<file path="src/rtl/dm_arbiter.sv">
// dm_arbiter: round-robin req/gnt arbiter sharing the single-port data memory between
// the CPU path (m0) and the debug loader (m1), with a burst cap and registered read return.
module dm_arbiter #(
   parameter int ADDR_W    = 10,
   parameter int DATA_W    = 32,
   parameter int MAX_BURST = 4
) (
   input  logic              clk,
   input  logic              reset,
   input  logic              m0_req,
   input  logic              m0_we,
   input  logic [ADDR_W-1:0] m0_addr,
   input  logic [DATA_W-1:0] m0_wdata,
   input  logic [31:0]       m0_pc,
   output logic              m0_gnt,
   output logic              m0_rvalid,
   output logic [DATA_W-1:0] m0_rdata,
   input  logic              m1_req,
   input  logic              m1_we,
   input  logic [ADDR_W-1:0] m1_addr,
   input  logic [DATA_W-1:0] m1_wdata,
   input  logic [31:0]       m1_pc,
   output logic              m1_gnt,
   output logic              m1_rvalid,
   output logic [DATA_W-1:0] m1_rdata,
   output logic              dm_we,
   output logic [ADDR_W-1:0] dm_addr,
   output logic [DATA_W-1:0] dm_din,
   output logic [31:0]       dm_pc,
   input  logic [DATA_W-1:0] dm_dout,
   output logic [1:0]        owner
);
   localparam int CW = $clog2(MAX_BURST + 1);
   typedef enum logic [1:0] {IDLE = 2'b00, OWN0 = 2'b01, OWN1 = 2'b10} state_t;
   state_t        state, state_n;
   logic          last_owner;
   logic [CW-1:0] burst_cnt;
   logic          cap, xfer0, xfer1;
   assign m0_gnt = state == OWN0;
   assign m1_gnt = state == OWN1;
   assign owner  = state;
   assign xfer0  = m0_gnt & m0_req;
   assign xfer1  = m1_gnt & m1_req;
   assign cap    = burst_cnt >= CW'(MAX_BURST - 1);
   // dm sees the owner's inputs even in a release bubble; only dm_we is gated by the transfer
   assign dm_we   = (xfer0 & m0_we) | (xfer1 & m1_we);
   assign dm_addr = m0_gnt ? m0_addr  : m1_gnt ? m1_addr  : '0;
   assign dm_din  = m0_gnt ? m0_wdata : m1_gnt ? m1_wdata : '0;
   assign dm_pc   = m0_gnt ? m0_pc    : m1_gnt ? m1_pc    : '0;
   always_comb begin
      state_n = IDLE;
      unique case (state)
         IDLE:    state_n = (m0_req & m1_req) ? (last_owner ? OWN0 : OWN1) :
                            m0_req ? OWN0 : m1_req ? OWN1 : IDLE;
         OWN0:    state_n = !m0_req ? (m1_req ? OWN1 : IDLE) : (m1_req && cap) ? OWN1 : OWN0;
         OWN1:    state_n = !m1_req ? (m0_req ? OWN0 : IDLE) : (m0_req && cap) ? OWN0 : OWN1;
         default: state_n = IDLE;
      endcase
   end
   always_ff @(posedge clk or negedge reset) begin
      if (!reset) begin
         state      <= IDLE;
         last_owner <= 1'b1;
         burst_cnt  <= '0;
         m0_rvalid  <= 1'b0;
         m1_rvalid  <= 1'b0;
         m0_rdata   <= '0;
         m1_rdata   <= '0;
      end else begin
         state <= state_n;
         // the count saturates at the cap so a lone owner switches on its next transfer once contested
         if (state_n != state && state_n != IDLE) begin
            last_owner <= state_n == OWN1;
            burst_cnt  <= '0;
         end else if ((xfer0 | xfer1) && !cap)
            burst_cnt <= burst_cnt + CW'(1);
         m0_rvalid <= xfer0 & ~m0_we;
         m1_rvalid <= xfer1 & ~m1_we;
         if (xfer0 & ~m0_we) m0_rdata <= dm_dout;
         if (xfer1 & ~m1_we) m1_rdata <= dm_dout;
      end
   end
endmodule

</file>
<file path="config.mk">
export PLATFORM = sky130hd
export DESIGN_NAME = dm_arbiter
export DESIGN_NICKNAME = d
export VERILOG_FILES = /design/src/rtl/dm_arbiter.sv
export SDC_FILE = /design/constraint.sdc
export NUM_CORES = 1
export LEC_CHECK = 0
export CORE_AREA = 10 10 121 123
export DETAILED_ROUTE_END_ITERATION = 7
export DIE_AREA = 0 0 131 133
export HOLD_SLACK_MARGIN = 0.05
export MAX_ROUTING_LAYER = met4
export PLACE_DENSITY = 0.78
export REMOVE_ABC_BUFFERS = 1
export SLEW_MARGIN = 20
export SYNTH_ARGS = -nofsm -noshare
export SYNTH_HDL_FRONTEND = slang
export SYNTH_SLANG_ARGS = --single-unit
</file>
<file path="constraint.sdc">
create_clock -name clk -period 4.95 [get_ports clk]
set_input_delay 0.99 -clock clk [delete_from_list [all_inputs] [get_ports clk]]
set_output_delay 0.99 -clock clk [all_outputs]
set_load 0.1 [all_outputs]
</file>
==> impl_metrics.env, run 1 <==
export IMPL_finalCriticalPeriod_ps=3470
export IMPL_finalNonFillerCells=773
export IMPL_portBuffers=330
export IMPL_cts_sinks=72
export IMPL_critPathArrivalTime_ps=2480
export IMPL_grt_use_total_pct=19.4
export IMPL_rows=41
export IMPL_dr_pass1_iters=4
export IMPL_synth_avg_cell_area_um2=13.1
export IMPL_vias=3721
export IMPL_grt_pass1_vias=4151
export IMPL_routed_wl_um=17100
export IMPL_tritoncts="built"
export IMPL_rsz0062_at_grt="false"
export IMPL_synthesis_area_um2=3610
export IMPL_cap_violations=0
export IMPL_post_cts_buffers=0
export IMPL_die_h_um=133
export IMPL_drc=0
export IMPL_ys_seq_area_share_pct=49.9
export IMPL_cts_resized=0
export IMPL_cts_root_buffer="clkbuf_16"
export IMPL_gr_total_overflow=0
export IMPL_die_w_um=131
export IMPL_placed_cells=756
export IMPL_dpl_cell_area_um2=6840
export IMPL_async_flop_share_pct=100
export IMPL_layout_commonest_cell="clkdlybuf4s50_1"
export IMPL_drive_gt1_share_pct=21.0
export IMPL_ios=331
export IMPL_clk_pin_slew_ps=50
export IMPL_finalNetCount=783
export IMPL_first_iter_violations=195
export IMPL_period_share_pct=70.0
export IMPL_cp_max_fo=75
export IMPL_setup_violations=0
export IMPL_setup_tns_ps=0
export IMPL_worstPathRequired_ps=3960
export IMPL_critPathLaunchType="flip-flop"
export IMPL_viasPerCell=4.81
export IMPL_cts_buffers=9
export IMPL_grt_pass1_wl_um=25100
export IMPL_clk_latency_ps=320
export IMPL_worstHoldPathType="reg -> reg"
export IMPL_stdcell_area_um2=7130
export IMPL_worstMarginPinSlew_ps=1060
export IMPL_yosys_warnings=0
export IMPL_syn_inst=276
export IMPL_ys_flop_type="dfrtp_1"
export IMPL_finalClockSkew_ps=4.06
export IMPL_core_area_um2=12400
export IMPL_yosysUniqueCellTypes=33
export IMPL_crit_type="reg -> out"
export IMPL_clk_path_buf_depth=2
export IMPL_area_growth_pct=97.3
export IMPL_ant_nets=0
export IMPL_antenna_found_initial=1
export IMPL_ys_ff_latch=72
export IMPL_rrSetupSlack_ps=2700
export IMPL_htreeDepth=3
export IMPL_grt_max_degree=76
export IMPL_status="completed"
export IMPL_final_cell_mix="clkdlybuf4s50_1 (254), buf_4 (78), a22o_1 (74), dfrtp_1 (71), mux2_1 (40)"
export IMPL_slew_viol_final=0
export IMPL_start_util_pct=29.2
export IMPL_dieArea_um2=17400
export IMPL_cts_hold_buf=0
export IMPL_end_kind="primary output"
export IMPL_synth_edff_count=0
export IMPL_routedWlPerCell_um=22.2
export IMPL_hold_viol=0
export IMPL_slew_headroom_pct=29.4
export IMPL_gp_congestion=0.903
export IMPL_fillers=1027
export IMPL_fmax_mhz=289
export IMPL_hpwl_um=14400
metrics by stage:
stage / utilization (%) / hold WS (ps) / setup WS (ps)
4_1_cts: 57.6 / 487 / 1520
6_report: 57.7 / 481 / 1480
3_3_place_gp: 55.3 / 467 / 1740
2_1_floorplan: - / 569 / -2120
5_1_grt: 57.7 / 500 / 1360
3_5_place_dp: 55.3 / 474 / 1750
final cells by class:
class	count	area, um^2	area share (%)
clock inverter	5	57.6	0.807
inverter	4	15.0	0.211
tap	172	215	3.02
multi-input combinational	175	1670	23.4
sequential	72	1800	25.3
timing repair buffer	333	3130	44.0
clock buffer	11	233	3.26
antenna	1	2.50	0.0351
layer usage:
metal,global-route usage [%],vias up,part of all wire [%],wire [um]
li1,-,1693,-,-
met1,22.7,1819,40,6810
met2,32.6,194,51,8760
met3,4.35,15,7.7,1320
met4,5.38,0,1.4,245
met5,-,-,0,0
registers in the layout, summed over array words and instances (netlist names):
| register | cells |
|---|---|
| burst_cnt | 3 |
| last_owner | 1 |
| m0_rdata | 32 |
| m0_rvalid | 1 |
| m1_rdata | 32 |
| m1_rvalid | 1 |
| owner | 2 |
cells in the mapped netlist, types with 3 or more instances:
cell	count	share of area [%]
dfrtp_1	71	49
mux2_2	24	7.5
nor3_1	3	0.42
nand2b_1	3	0.52
nand2_1	3	0.31
mux2_1	40	12
a22o_1	74	18
buf_2	11	1.5
inv_1	4	0.42
clkbuf_1	6	0.62
nand3_1	3	0.42
buf_4	7	1.5
final timing paths:
| kind | startpoint | to | cells after the start |
|---|---|---|---|
| max | owner[0] | dm_pc[23] | 4 |
| min | m0_rdata[10] | m0_rdata[10] | 1 |
| max reg2reg | owner[0] | m1_rdata[26] | 3 |
| min reg2reg | m0_rdata[10] | m0_rdata[10] | 1 |
| max in group asynchronous | reset | last_owner | 2 |
| min in group asynchronous | reset | m0_rdata[19] | 1 |
cells by family after synthesis:
group           synth area share [%]
fa+ha+maj                      0.692
simple gates                    3.81
flops                           49.9
compound gates                  21.0
xor+xnor                       0.242
buf+inv                         4.15
mux                             20.2
critical path, cell delays in order, from the launching register on:
cell and delay, ps:
dfrtp_1 630, nor2b_4 240, buf_4 590, a22o_1 340
buf_4 330
Power of run 1 is left out: the tool's default activity adds up to more than one toggle a clock period on the data nets, which glitch-free logic cannot reach.
==> run 2: changes to the inputs <==
--- a/config.mk
+++ b/config.mk
@@ -5,12 +5,12 @@
 export SDC_FILE = /design/constraint.sdc
 export NUM_CORES = 1
 export LEC_CHECK = 0
-export CORE_AREA = 10 10 121 123
+export CORE_MARGIN = 10
+export CORE_UTILIZATION = 28
 export DETAILED_ROUTE_END_ITERATION = 7
-export DIE_AREA = 0 0 131 133
 export HOLD_SLACK_MARGIN = 0.05
 export MAX_ROUTING_LAYER = met4
-export PLACE_DENSITY = 0.78
+export PLACE_DENSITY = 0.77
 export REMOVE_ABC_BUFFERS = 1
 export SLEW_MARGIN = 20
 export SYNTH_ARGS = -nofsm -noshare
==> constraint.sdc (replaced) <==
create_clock -name clk -period 3.1 [get_ports clk]
set_input_delay 0.62 -clock clk [delete_from_list [all_inputs] [get_ports clk]]
set_output_delay 0.62 -clock clk [all_outputs]
set_load 0.1 [all_outputs]
==> run 2 against run 1 <==
Critical path depth stayed put. Count of clock-buffer cells in the layout is 1 lower. Clock skew hardly changed. Non-clock buffer count rose by 5. Via count fell by 0.56%. Global-route usage rose by 1.9 points. Routed wire length is 12% higher. Core utilization is 5.3 points higher. Design area is 12% higher. Worst setup slack got worse by 1200 ps. First-iteration DRC count is 10% lower. Highest routed layer unchanged.
==> impl_metrics.env, run 2 (same netlist as run 1, synthesis figures left out) <==
export IMPL_finalClockSkew_ps=4.46
export IMPL_hold_viol=0
export IMPL_tritoncts="built"
export IMPL_routedWlPerCell_um=24.6
export IMPL_viasPerCell=4.73
export IMPL_cts_sinks=72
export IMPL_cts_hold_buf=0
export IMPL_grt_pass1_wl_um=27700
export IMPL_fmax_mhz=356
export IMPL_clk_path_buf_depth=2
export IMPL_end_kind="primary output"
export IMPL_ant_nets=0
export IMPL_hpwl_um=16700
export IMPL_gp_congestion=0.947
export IMPL_htreeDepth=3
export IMPL_worstMarginPinSlew_ps=462
export IMPL_cts_root_buffer="clkbuf_16"
export IMPL_grt_use_total_pct=21.3
export IMPL_slew_headroom_pct=69.2
export IMPL_crit_family="flip-flops"
export IMPL_vias=3700
export IMPL_core_area_um2=12600
export IMPL_die_h_um=134
export IMPL_grt_pass1_vias=4163
export IMPL_drc=0
export IMPL_crit_type="reg -> out"
export IMPL_path_cells="nor2b_4, buf_4, a22o_1, buf_4"
export IMPL_critPathArrivalTime_ps=2190
export IMPL_routed_wl_um=19300
export IMPL_start_util_pct=28.6
export IMPL_ios=331
export IMPL_status="completed"
export IMPL_cts_resized=0
export IMPL_critPathLaunchType="flip-flop"
export IMPL_crit_buf_inv=2
export IMPL_worstHoldPathType="in -> async"
export IMPL_drive_gt1_share_pct=33.4
export IMPL_reg_top3="m0_rdata: 32 flops, m1_rdata: 32 flops, burst_cnt: 3 flops"
export IMPL_rows=41
export IMPL_path_common_cell="buf_4"
export IMPL_cp_slowest_cell="dfrtp_1"
export IMPL_finalNetCount=788
export IMPL_max_stage_delay_ps=620
export IMPL_portBuffers=330
export IMPL_slew_viol_final=0
export IMPL_dr_pass1_iters=4
export IMPL_rsz0062_at_grt="false"
export IMPL_final_cell_mix="clkdlybuf4s50_1 (184), buf_4 (78), buf_12 (75), a22o_1 (74), dfrtp_1 (71)"
export IMPL_post_cts_buffers=0
export IMPL_dieArea_um2=17800
export IMPL_first_iter_violations=175
export IMPL_clk_latency_ps=320
export IMPL_grt_max_degree=49
export IMPL_area_growth_pct=120
export IMPL_die_w_um=134
export IMPL_final_util_pct=63.0
export IMPL_setup_violations=0
export IMPL_worstPathRequired_ps=2480
export IMPL_finalCriticalPeriod_ps=2810
export IMPL_cap_violations=0
export IMPL_clk_pin_slew_ps=50
export IMPL_gr_total_overflow=0
export IMPL_antenna_found_initial=6
export IMPL_layout_commonest_cell="clkdlybuf4s50_1"
export IMPL_cp_max_fo=16
export IMPL_cts_buffers=9
export IMPL_period_share_pct=90.6
[run 2: cell count changes in the layout (fill, tap and decap cells not counted), sizes merged]
cell and delta:
clkinvlp -2, clkinv +1, inv +1, diode +6, clkbuf -1, buf +75
clkdlybuf4s50 -70
[run 2: per-layer routing]
| metal | part of all wire (%) | track usage [%] |
|---|---|---|
| met5 | 0 | - |
| met3 | 9.1 | 8.95 |
| met1 | 36 | 21.3 |
| met2 | 54 | 37.6 |
| met4 | 1.8 | 5.38 |
[run 2: worst reg2reg max path, cell delays in order (launching register included)]
cell and delay (ps):
dfrtp_1 430, ha_1 220, ha_1 210, a211oi_4 390, a21boi_4 300, mux2i_1 220
nor3_1 60
[run 2: area by class of cell]
type	instances	area (um^2)
Tap cell	172	215
Clock inverter	5	56.3
Fill cell	1003	4670
Timing Repair Buffer	338	3930
Multi-Input combinational cell	175	1670
Antenna cell	7	17.5
Inverter	4	15.0
Clock buffer	10	239
Sequential cell	72	1800
[run 2: metrics by stage]
stage               setup TNS [ps]  cell area [um^2]  worst slack (ps)  hold WS, ps  std cells
detailed placement               0              7640               626          477        761
global placement                 0              7640               673          471        761
floorplan                  -272670              3480             -3600          324        251
global route                     0              7950               206          268        782
finish                           0              7950               291          239        783
CTS                              0              7930               305          241        776
[run 2: final timing paths]
| kind | from | end | slack (ps) | depth (start not counted) |
|---|---|---|---|---|
| setup reg to reg | burst_cnt[0] | burst_cnt[1] | 1120 | 6 |
| hold reg to reg | m0_rdata[18] | m0_rdata[18] | 480 | 1 |
| setup / recovery | owner[0] | dm_din[4] | 290 | 4 |
| min in group clk | m0_rdata[18] | m0_rdata[18] | 480 | 1 |
| hold / removal | reset | m0_rdata[26] | 240 | 1 |
| max in group asynchronous | reset | m1_rdata[6] | 2130 | 2 |
Power of run 2 is left out for the same reason.
